$ cat config.mk
export PLATFORM = sky130hd
export DESIGN_NAME = pc_branch_ctrl
export DESIGN_NICKNAME = d
export VERILOG_FILES = /design/src/rtl/pc_branch_ctrl.sv
export SDC_FILE = /design/constraint.sdc
export NUM_CORES = 1
export LEC_CHECK = 0
export ABC_AREA = 1
export CAP_MARGIN = 10
export CORE_MARGIN = 10
export CORE_UTILIZATION = 36
export DETAILED_ROUTE_END_ITERATION = 8
export SYNTH_ARGS = -nofsm -noshare
export SYNTH_HDL_FRONTEND = slang
export SYNTH_SLANG_ARGS = --single-unit
$ cat constraint.sdc
create_clock -name CLK -period 4.47 [get_ports CLK]
set_clock_uncertainty 0.2 [all_clocks]
set_input_delay 1.341 -clock CLK [delete_from_list [all_inputs] [get_ports CLK]]
set_output_delay 1.341 -clock CLK [all_outputs]
set_load 0.03 [all_outputs]
$ cat src/rtl/pc_branch_ctrl.sv
// Program-counter sequencer with flag-conditioned branches through a 16-entry
// target LUT, a one-cycle bubble after each taken branch, and HALT handling.
module pc_branch_ctrl #(
    parameter int          PC_W       = 10,
    parameter int unsigned START_ADDR = 0
) (
    input  logic            CLK,
    input  logic            RESET_N,
    input  logic            START,
    input  logic            flag_we,
    input  logic            z_in,
    input  logic            c_in,
    input  logic            n_in,
    input  logic            v_in,
    input  logic            br_en,
    input  logic [2:0]      br_cond,
    input  logic [3:0]      br_idx,
    input  logic            halt_in,
    input  logic            lut_we,
    input  logic [3:0]      lut_waddr,
    input  logic [PC_W-1:0] lut_wdata,
    output logic [PC_W-1:0] PC,
    output logic [3:0]      FLAGS,
    output logic            taken,
    output logic            stall,
    output logic            done
);

    localparam logic [PC_W-1:0] START_PC = PC_W'(START_ADDR);

    typedef enum logic [1:0] {IDLE, RUN, BUBBLE, HALT} state_t;

    state_t          state_q, state_d;
    logic [PC_W-1:0] pc_d;
    logic            taken_d;
    logic            cond_true;
    logic [PC_W-1:0] lut_q [16];

    // FLAGS is {z,c,n,v}; only the registered copy feeds the branch decision.
    always_comb begin
        // NOTE: every comb output gets a default first so no path infers a latch.
        cond_true = 1'b0;
        case (br_cond)
            3'b000:  cond_true = 1'b1;
            3'b001:  cond_true = FLAGS[3];
            3'b010:  cond_true = ~FLAGS[3];
            3'b011:  cond_true = FLAGS[1];
            3'b100:  cond_true = ~FLAGS[1];
            3'b101:  cond_true = FLAGS[2];
            3'b110:  cond_true = ~FLAGS[2];
            default: cond_true = FLAGS[0];
        endcase
    end

    always_comb begin
        state_d = state_q;
        pc_d    = PC;
        taken_d = 1'b0;
        if (START) begin
            state_d = RUN;
            pc_d    = START_PC;
        end else begin
            case (state_q)
                RUN: begin
                    if (halt_in) begin
                        state_d = HALT;
                    end else if (br_en && cond_true) begin
                        state_d = BUBBLE;
                        pc_d    = lut_q[br_idx];
                        taken_d = 1'b1;
                    end else begin
                        pc_d = PC + PC_W'(1);
                    end
                end
                BUBBLE:  state_d = RUN;
                default: ;
            endcase
        end
    end

    // stall/done are registered decodes of the next state so they line up
    // with the cycle the FSM actually spends in BUBBLE/HALT.
    always_ff @(posedge CLK or negedge RESET_N) begin
        if (!RESET_N) begin
            state_q <= IDLE;
            PC      <= START_PC;
            FLAGS   <= '0;
            taken   <= 1'b0;
            stall   <= 1'b0;
            done    <= 1'b0;
        end else begin
            // NOTE: sequential state uses non-blocking assignments only, so every
            // register samples pre-edge values regardless of statement order.
            state_q <= state_d;
            PC      <= pc_d;
            taken   <= taken_d;
            stall   <= (state_d == BUBBLE);
            done    <= (state_d == HALT);
            if (flag_we) FLAGS <= {z_in, c_in, n_in, v_in};
        end
    end

    // NOTE: the LUT is reset on purpose: branch targets must read as zero
    // after reset, so it is built from flops rather than a RAM macro.
    always_ff @(posedge CLK or negedge RESET_N) begin
        if (!RESET_N) begin
            for (int i = 0; i < 16; i++) lut_q[i] <= '0;
        end else if (lut_we) begin
            lut_q[lut_waddr] <= lut_wdata;
        end
    end

endmodule

* Yosys cells after proc, flatten, opt, wreduce, memory -nomap -nowiden
Cells that the tools add are included.
Widths: inputs -> output; s select.
** Word-level totals
- Bits in registers :: 179
- Latch bits :: 0
- Memory bits (writable) :: 0
- Bits in read-only memories :: 0
- Bits of input ports :: 32
- Word-level logic and storage cells :: 66
- Memories kept :: 0
** Cells by class
- $add $sub $neg :: 1
- $mul :: 0
- Divide/modulo/power cells :: 0
- Magnitude comparators :: 3
- Equality and inequality tests :: 11
- Shift-type cells :: 0
- Multiplexer cells :: 19
- Bitwise gates (word level) :: 5
- Reductions and logical operators :: 5
** Operator list (number)
- $bwmux 160 :: 1
- $mux 10 :: 7
- $bmux 10 s4 :: 1
- $demux 10 s4 :: 1
- $add 10x1->10 const B :: 1
- $ge 5x5->1 const B :: 2
- $not 4->5 :: 2
- $eq 3x3->1 const B :: 3
- $pmux 1 s7 :: 1
- $eq 2x2->1 const B :: 3
- $eq 3x2->1 const B :: 2
- $mux 2 :: 3
- $lt 5x1->1 const B :: 1
- $mux 1 :: 4
- $pmux 2 s2 :: 1
- $eq 3x1->1 const B :: 1
- $logic_not 3->1 :: 1
- $not 1->1 :: 3
- $eq 2x1->1 const B :: 1
- $logic_and 1x1->1 :: 2
- $ne 2x2->1 const B :: 1
- $reduce_and 2->1 :: 1
- $reduce_bool 2->1 :: 1

* Logic depth before layout (Yosys ltp)
Gate-level depths: netlist of the first run.
- Depth in word-level cells :: 8
- Depth in mapped cells :: 13
- Mapped depth without buffers :: 13

* Least setup slack after synthesis of the first run
No wires, ideal clock.
- Kind :: input to register
- Start :: input br_idx[0]
- End :: register PC[9]
- Data arrival time :: 2174 ps
- Required time :: 4152 ps
- Slack :: 1978 ps
- Stages on the path :: 9
- Path buffers :: 2
- Cells stage by stage :: buf_4 buf_6 a21oi_1 o21ai_0 nand3_1 nand3_1 a21oi_1 nand3b_1 nand2_1
** Between the ends
- Word-level cells in the longest chain between the ends :: 8
** Ends and longest elaborated chain
- from (decl) :: RTL line 17 : input logic [3:0] br_idx,
- $not 4->5 (implied by the code) :: RTL line 69 : pc_d = lut_q[br_idx];
- $bmux 10 s4 :: RTL line 69
- $mux 10 (implied by the code) (2 in series) :: RTL line 69
- $mux 10 :: RTL line 67 : end else if (br_en && cond_true) begin
- $mux 10 :: RTL line 65 : if (halt_in) begin
- $mux 10 :: RTL line 63 : case (state_q)
- $mux 10 :: RTL line 59 : if (START) begin
- to (signal assigned) :: RTL line 95 : PC <= pc_d;
- to (decl) :: RTL line 22 : output logic [PC_W-1:0] PC,
Every way passes these cells. The select of a mux whose other input is x is not followed.
A chain may end at the register's enable or synchronous reset.

* Worst setup path after layout of the first run
- Start :: register PC[7]
- End :: output PC[7]
No word-level cell between the ends.

==> results of run 1 <==
-- layer usage --
| metal | global-route usage | share of wire | up-vias | wire length, um |
|---|---|---|---|---|
| met2 | 0.251 | 0.46 | 161 | 10400 |
| met4 | 0.0405 | 0.013 | 0 | 286 |
| li1 | - | - | 3358 | - |
| met5 | 0 | 0 | - | 0 |
| met3 | 0.0330 | 0.049 | 24 | 1120 |
| met1 | 0.217 | 0.48 | 3359 | 10900 |
-- worst min path at each step --
stage / from / to / slack (ns) / cells past startpoint
after floorplan: lut_q[141] / lut_q[141] / 0.25 / 2
after global placement: lut_q[85] / lut_q[85] / 0.27 / 2
after detailed placement: lut_q[78] / lut_q[78] / 0.27 / 2
after CTS: lut_q[96] / lut_q[96] / 0.29 / 2
after global routing: lut_q[126] / lut_q[126] / 0.31 / 2
final: lut_q[149] / lut_q[149] / 0.29 / 2
-- synthesized netlist by cell type (3+ instances only) --
cell | count | area share
nand2_1 | 288 | 0.13
dfrtp_1 | 179 | 0.54
o21ai_0 | 127 | 0.077
a21oi_1 | 112 | 0.068
nand3_1 | 77 | 0.046
nor2_1 | 58 | 0.026
clkbuf_1 | 38 | 0.017
inv_1 | 38 | 0.017
a22oi_1 | 27 | 0.024
buf_2 | 27 | 0.016
buf_4 | 7 | 0.0063
nand3b_1 | 4 | 0.0036
o211ai_1 | 4 | 0.0036
ha_1 | 3 | 0.0045
inv_2 | 3 | 0.0014
-- kinds of logic (layout without fill, tap and decap cells) --
| family | count (synthesis) | count (layout) | share of synthesized area |
|---|---|---|---|
| adders and majority gates | 3 | 3 | 0.00453 |
| xor gates and xnor gates | 3 | 3 | 0.00317 |
| and+or+nand+nor | 435 | 435 | 0.216 |
| muxes | 2 | 2 | 0.00272 |
| DFF | 179 | 179 | 0.540 |
| AOI/OAI and AO/OA | 271 | 271 | 0.174 |
| buffers and inverters | 115 | 137 | 0.0602 |
-- state kept, by name, summed over array words and instances, names as in the netlist --
register and cells:
lut_q 160, PC 10, FLAGS 4, state_q 2, done 1, stall 1, taken 1
-- worst min-delay path: stages, from the launching register on --
cell and delay [ns]:
dfrtp_1 0.34, nand2_1 0.05, o21ai_0 0.06
-- area by class of cell --
class / instances / area (um2) / area share
multi-input combinational: 714 / 3320 / 0.347
timing repair buffer: 63 / 652 / 0.0681
inverter: 42 / 158 / 0.0165
sequential: 179 / 4480 / 0.468
clock buffer: 20 / 457 / 0.0477
clock inverter: 12 / 156 / 0.0163
tap: 285 / 357 / 0.0372
-- through the flow --
step / hold WS (ns) / instance area [um2] / utilization / cells
final: 0.285 / 9580 / 0.423 / 1315
after global routing: 0.308 / 9580 / 0.423 / 1315
after CTS: 0.289 / 9580 / 0.423 / 1315
after detailed placement: 0.273 / 8970 / 0.396 / 1283
after global placement: 0.266 / 8970 / 0.396 / 1283
after floorplan: 0.253 / 8290 / - / 1008
-- power by group through the flow --
stage	registers, mW	logic [mW]	clock network, mW
2_1_floorplan	2.18	0.555	0
3_3_place_gp	2.17	0.846	0
3_5_place_dp	2.18	0.867	0
4_1_cts	2.16	0.868	1.58
5_1_grt	2.20	0.992	1.65
6_report	2.16	0.858	1.55
==> metrics.txt, run 1 <==
status finished, final reports clean; DRT Pass-1 Iters 5; Cell Chain, Critical Path clkdlybuf4s50_1; Sink Count about 180; setup TNS 0 ns; Post-Syn Instances 1008; Setup violations, final 0; Flop pwr share 0.473; final period utilization 0.717; Clock Path Buffers 2; r2r startpoint FLAGS[3]; clock latency on the worst-skew pair 0.43 ns; vias 6902; main flop type after synthesis dfrtp_1; Via density 5.25; Crit path depth 1; worst setup path startpoint PC[7]; # IOs 49; Critical Path RT 2.93 ns; syn nets ~1000; Seq/Total Area, Yosys 0.540; Die X 172 um; setup repair bufs after CTS 0; Rows 55; Yosys reg bits 179; Slew @ Worst Pin 0.844 ns; Core Footprint 0.0226 mm2; cts repair resizes 0; CP arrival between 1.5 and 2 ns; commonest non-fill, non-tap cell in the layout nand2_1; GR Util All Layers 0.159; Sw Ratio 0.295; P_leak about 4.4 nW; clock power share 0.339; Ys Warns 0; Pins Over Slew Limit 0; Post-Route WL 22.7 mm; Inserted Clock Buffers 17; internal power 3.22 mW; overall die area 0.0295 mm2; CP Buf/Inv Count 1; Worst Hold Class flop to flop; Critical Path End Type output pin; asr flop ratio synth 1.00; vias in the first global route 6728; Die Span Y 172 um; largest net degree at the start of global routing 88; Min Clock Period, post-route between 3 and 4 ns; MaxCap Viol Count 0; global-route wire length before repair 36.9 mm; gp weighted congestion 0.801; WL/cell 17.2 um; Post-synth EDFFs 0; drt first-iter violations between 500 and 600; Worst Setup EP PC[7]; ANT nets after route 0; number of fill cells ~2300; H-tree levels 4; hpwl dp 14.4 mm; Port Buf Inserts 48; initial core utilization 0.366; Critical Path Slowest Stage Cell clkdlybuf4s50_1; worst-path fanout max 8; most frequent cells in the layout nand2_1, dfrtp_1, o21ai_0; Netlist Area Pre-Place about 0.0083 mm2; number of distinct library cells after synthesis 28; Reg-to-Reg End PC[6]; dpl ws a little over 0.9 ns; combinational share of power 0.188; CTS root buffer clkbuf_16; startpoint type of the worst setup path flop; RSZ-0062 raised after global routing no; worst r2r path cells 9; Layout area overhead 15.5%; gr ovfl total 0; Final WS setup 1.27 ns; Reg2Reg Setup Slack 2.61 ns; share of cells above drive strength 1 0.0583; Top delay family on crit path buffers and inverters; Power Total 4.56 mW; nets 1052; CTS tree built; pwr dens 476 mW/mm2; synthesized area per cell a little over 8 um2; initial antenna violation count 0; slowest stage delay, CP 0.73 ns; worst IR drop on VDD between 0.2 and 0.25 mV; relative slew slack 0.438; clock slew at reported path FFs around 0.070 ns; Final Hold Vio Count 0; DR DRC count 0; Peak Freq 312 MHz; ANT cells 0; Crit Path Category flop to output pin; Hold Buf Count CTS 0; Switching Power 1.34 mW
Note: power is estimated with default switching activity, not from simulation.
==> run 2: changes to the inputs <==
==> constraint.sdc (replaced) <==
create_clock -name CLK -period 2.57 [get_ports CLK]
set_clock_uncertainty 0.2 [all_clocks]
set_input_delay 0.771 -clock CLK [delete_from_list [all_inputs] [get_ports CLK]]
set_output_delay 0.771 -clock CLK [all_outputs]
set_load 0.03 [all_outputs]
==> run 2 against run 1 <==
Compared with the run above:
- total power up 77%
- sequential share of layout area fell by 2.3 points
- critical path depth unchanged
- non-clock buffer count increased by 41
- largest power group unchanged
==> metrics.txt, run 2 (synthesis results as in run 1) <==
gr ovfl total 0 (unchanged); r2r startpoint state_q[0] (was FLAGS[3]); global-route wire length before repair 38.0 mm (was 36.9 mm); share of cells above drive strength 1 0.0943 (was 0.0583); Rows 55 (unchanged); Peak Freq around 390 MHz; Flop pwr share 0.466 (was 0.473); Critical Path End Type output pin (unchanged); top flop regs lut_q: 160 flops, PC: 10 flops, FLAGS: 4 flops (unchanged); slowest stage delay, CP 0.71 ns (was 0.73 ns); clock power share 0.338 (was 0.339); # IOs 49 (unchanged); Critical Path RT 1.60 ns (was 2.93 ns); CTS root buffer clkbuf_16 (unchanged); Final WS setup 0.0297 ns (was 1.27 ns); Worst Hold Class input port to asynchronous set/reset pin (was flop to flop); Top delay family on crit path buffers and inverters (unchanged); initial antenna violation count 0 (unchanged); Switching Power 2.39 mW (was 1.34 mW); CP Buf/Inv Count 1 (unchanged); MaxCap Viol Count 0 (unchanged); multi-input logic area 0.00332 mm2 (unchanged); Final Core Density 0.445 (was 0.423); Clock Path Buffers 2 (unchanged); Pins Over Slew Limit 0 (unchanged); ANT cells 0 (unchanged); Die X 172 um (unchanged); CP arrival 1.57 ns (was 1.66 ns); WL/cell 16.9 um (was 17.2 um); number of fill cells 2227 (was 2264); Reg2Reg Setup Slack 0.74 ns (was 2.61 ns); ANT nets after route 0 (unchanged); Top reg by flops lut_q (unchanged); nets 1093 (was 1052); worst IR drop on VDD 0.375 mV (was 0.209 mV); Layout area overhead 21.5% (was 15.5%); internal power 5.70 mW (was 3.22 mW); Seq. cell area 0.00448 mm2 (unchanged); DR DRC count 0 (unchanged); status finished, final reports clean (unchanged); Sink Count 179 (unchanged); gp weighted congestion 0.903 (was 0.801); Die Span Y 172 um (unchanged); Reg-to-Reg End PC[0] (was PC[6]); worst r2r path cells 8 (was 9); worst setup path startpoint PC[5] (was PC[7]); Inserted Clock Buffers 17 (unchanged); Via density 5.22 (was 5.25); Sw Ratio 0.295 (about the same); relative slew slack 0.627 (was 0.438); P_leak 4.66 nW (was 4.36 nW); hpwl dp 15.4 mm (was 14.4 mm); startpoint type of the worst setup path flop (unchanged); RSZ-0062 raised after global routing no (unchanged); most frequent cells in the layout nand2_1, dfrtp_1, o21ai_0 (unchanged); final period utilization 0.988; clock latency on the worst-skew pair 0.43 ns (about the same); worst-path fanout max 2 (was 8); pwr dens 803 mW/mm2 (was 476 mW/mm2); CTS tree built (unchanged); GR Util All Layers 0.163 (was 0.159); vias in the first global route 7097 (was 6728); combinational share of power 0.197 (was 0.188); Min Clock Period, post-route 2.54 ns; Critical Path Slowest Stage Cell clkdlybuf4s50_1 (unchanged); Crit Path Category flop to output pin (unchanged); max FFs per register 160 (unchanged); H-tree levels 4 (unchanged); Port Buf Inserts 48 (unchanged); Core Footprint 0.0226 mm2 (unchanged); dpl ws -0.170 ns (was 0.923 ns); overall die area 0.0295 mm2 (unchanged); initial core utilization 0.366 (unchanged); Final Hold Vio Count 0 (unchanged); vias 7076 (was 6902); Slew @ Worst Pin 0.559 ns (was 0.844 ns); commonest non-fill, non-tap cell in the layout nand2_1 (unchanged); largest net degree at the start of global routing 54 (was 88); drt first-iter violations 641 (was 544); Post-Route WL 22.9 mm (was 22.7 mm); DRT Pass-1 Iters 5 (unchanged); Cell Chain, Critical Path clkdlybuf4s50_1 (unchanged); Setup violations, final 0 (unchanged); clock slew at reported path FFs 0.06 ns (was 0.07 ns)
-- run 2: changes by cell type in the layout (fill, tap and decap cells not counted), sizes merged --
cell / change
clkbuf: +1
dlygate4sd2: +2
buf: +41
clkdlybuf4s50: -5
clkinvlp: +2
clkinv: -3
dlymetal6s2s: +3
-- run 2: power groups by stage --
stage	Combinational, mW	Sequential [mW]	Clock (mW)
after floorplan	0.965	3.80	0
after global placement	1.56	3.80	0
after detailed placement	1.61	3.81	0
after CTS	1.61	3.76	2.77
after global routing	1.84	3.84	2.87
final	1.59	3.77	2.73
-- run 2: worst max path at each step --
stage               endpoint  slack (ns)  depth (start not counted)
floorplan              PC[9]        0.65                          9
global placement       PC[3]       -0.18                         10
detailed placement     PC[3]       -0.17                         10
CTS                    PC[0]        0.01                          1
global route           PC[5]        0.02                          1
finish                 PC[5]        0.03                          1
-- run 2: cell type report --
class,instances,share of cell area
clock buffers,21,0.0467
multi-input cells,714,0.330
well taps,285,0.0354
clock inverters,11,0.0151
repair buffers,104,0.113
inverters,42,0.0156
flip-flops and latches,179,0.444
-- run 2: routing by layer --
layer / vias to the layer above / wire [um] / GRT usage
li1: 3445 / - / -
met1: 3401 / 10900 / 0.222
met2: 197 / 10300 / 0.257
met3: 33 / 1240 / 0.0273
met4: 0 / 481 / 0.0570
met5: - / 0 / 0
-- run 2: what timing repair did --
action / in CTS / in global routing
hold buffers: 0 / 0
setup buffers: 0 / 0
setup endpoints to repair: 2 / 3
resized for setup: 2 / 3
-- run 2: per-stage QoR --
step	hold WS, ns	instance area (um2)	std cells	TNS (ns)	power, mW
3_5_place_dp	0.273	9450	1324	-0.326	5.41
4_1_cts	0.123	10100	1356	0	8.14
5_1_grt	0.141	10100	1356	0	8.55
3_3_place_gp	0.265	9450	1324	-0.337	5.36
2_1_floorplan	0.253	8290	1008	0	4.77
6_report	0.113	10100	1356	0	8.09
==> run 3: changes to the inputs <==
--- a/config.mk
+++ b/config.mk
@@ -6,6 +6,7 @@
 export NUM_CORES = 1
 export LEC_CHECK = 0
 export ABC_AREA = 1
+export ABC_CLOCK_PERIOD_IN_PS = 2570
 export CAP_MARGIN = 10
 export CORE_MARGIN = 10
 export CORE_UTILIZATION = 36
==> results of run 3 <==
Same layout as run 2: the final DEF is identical, and so are final timing and power.
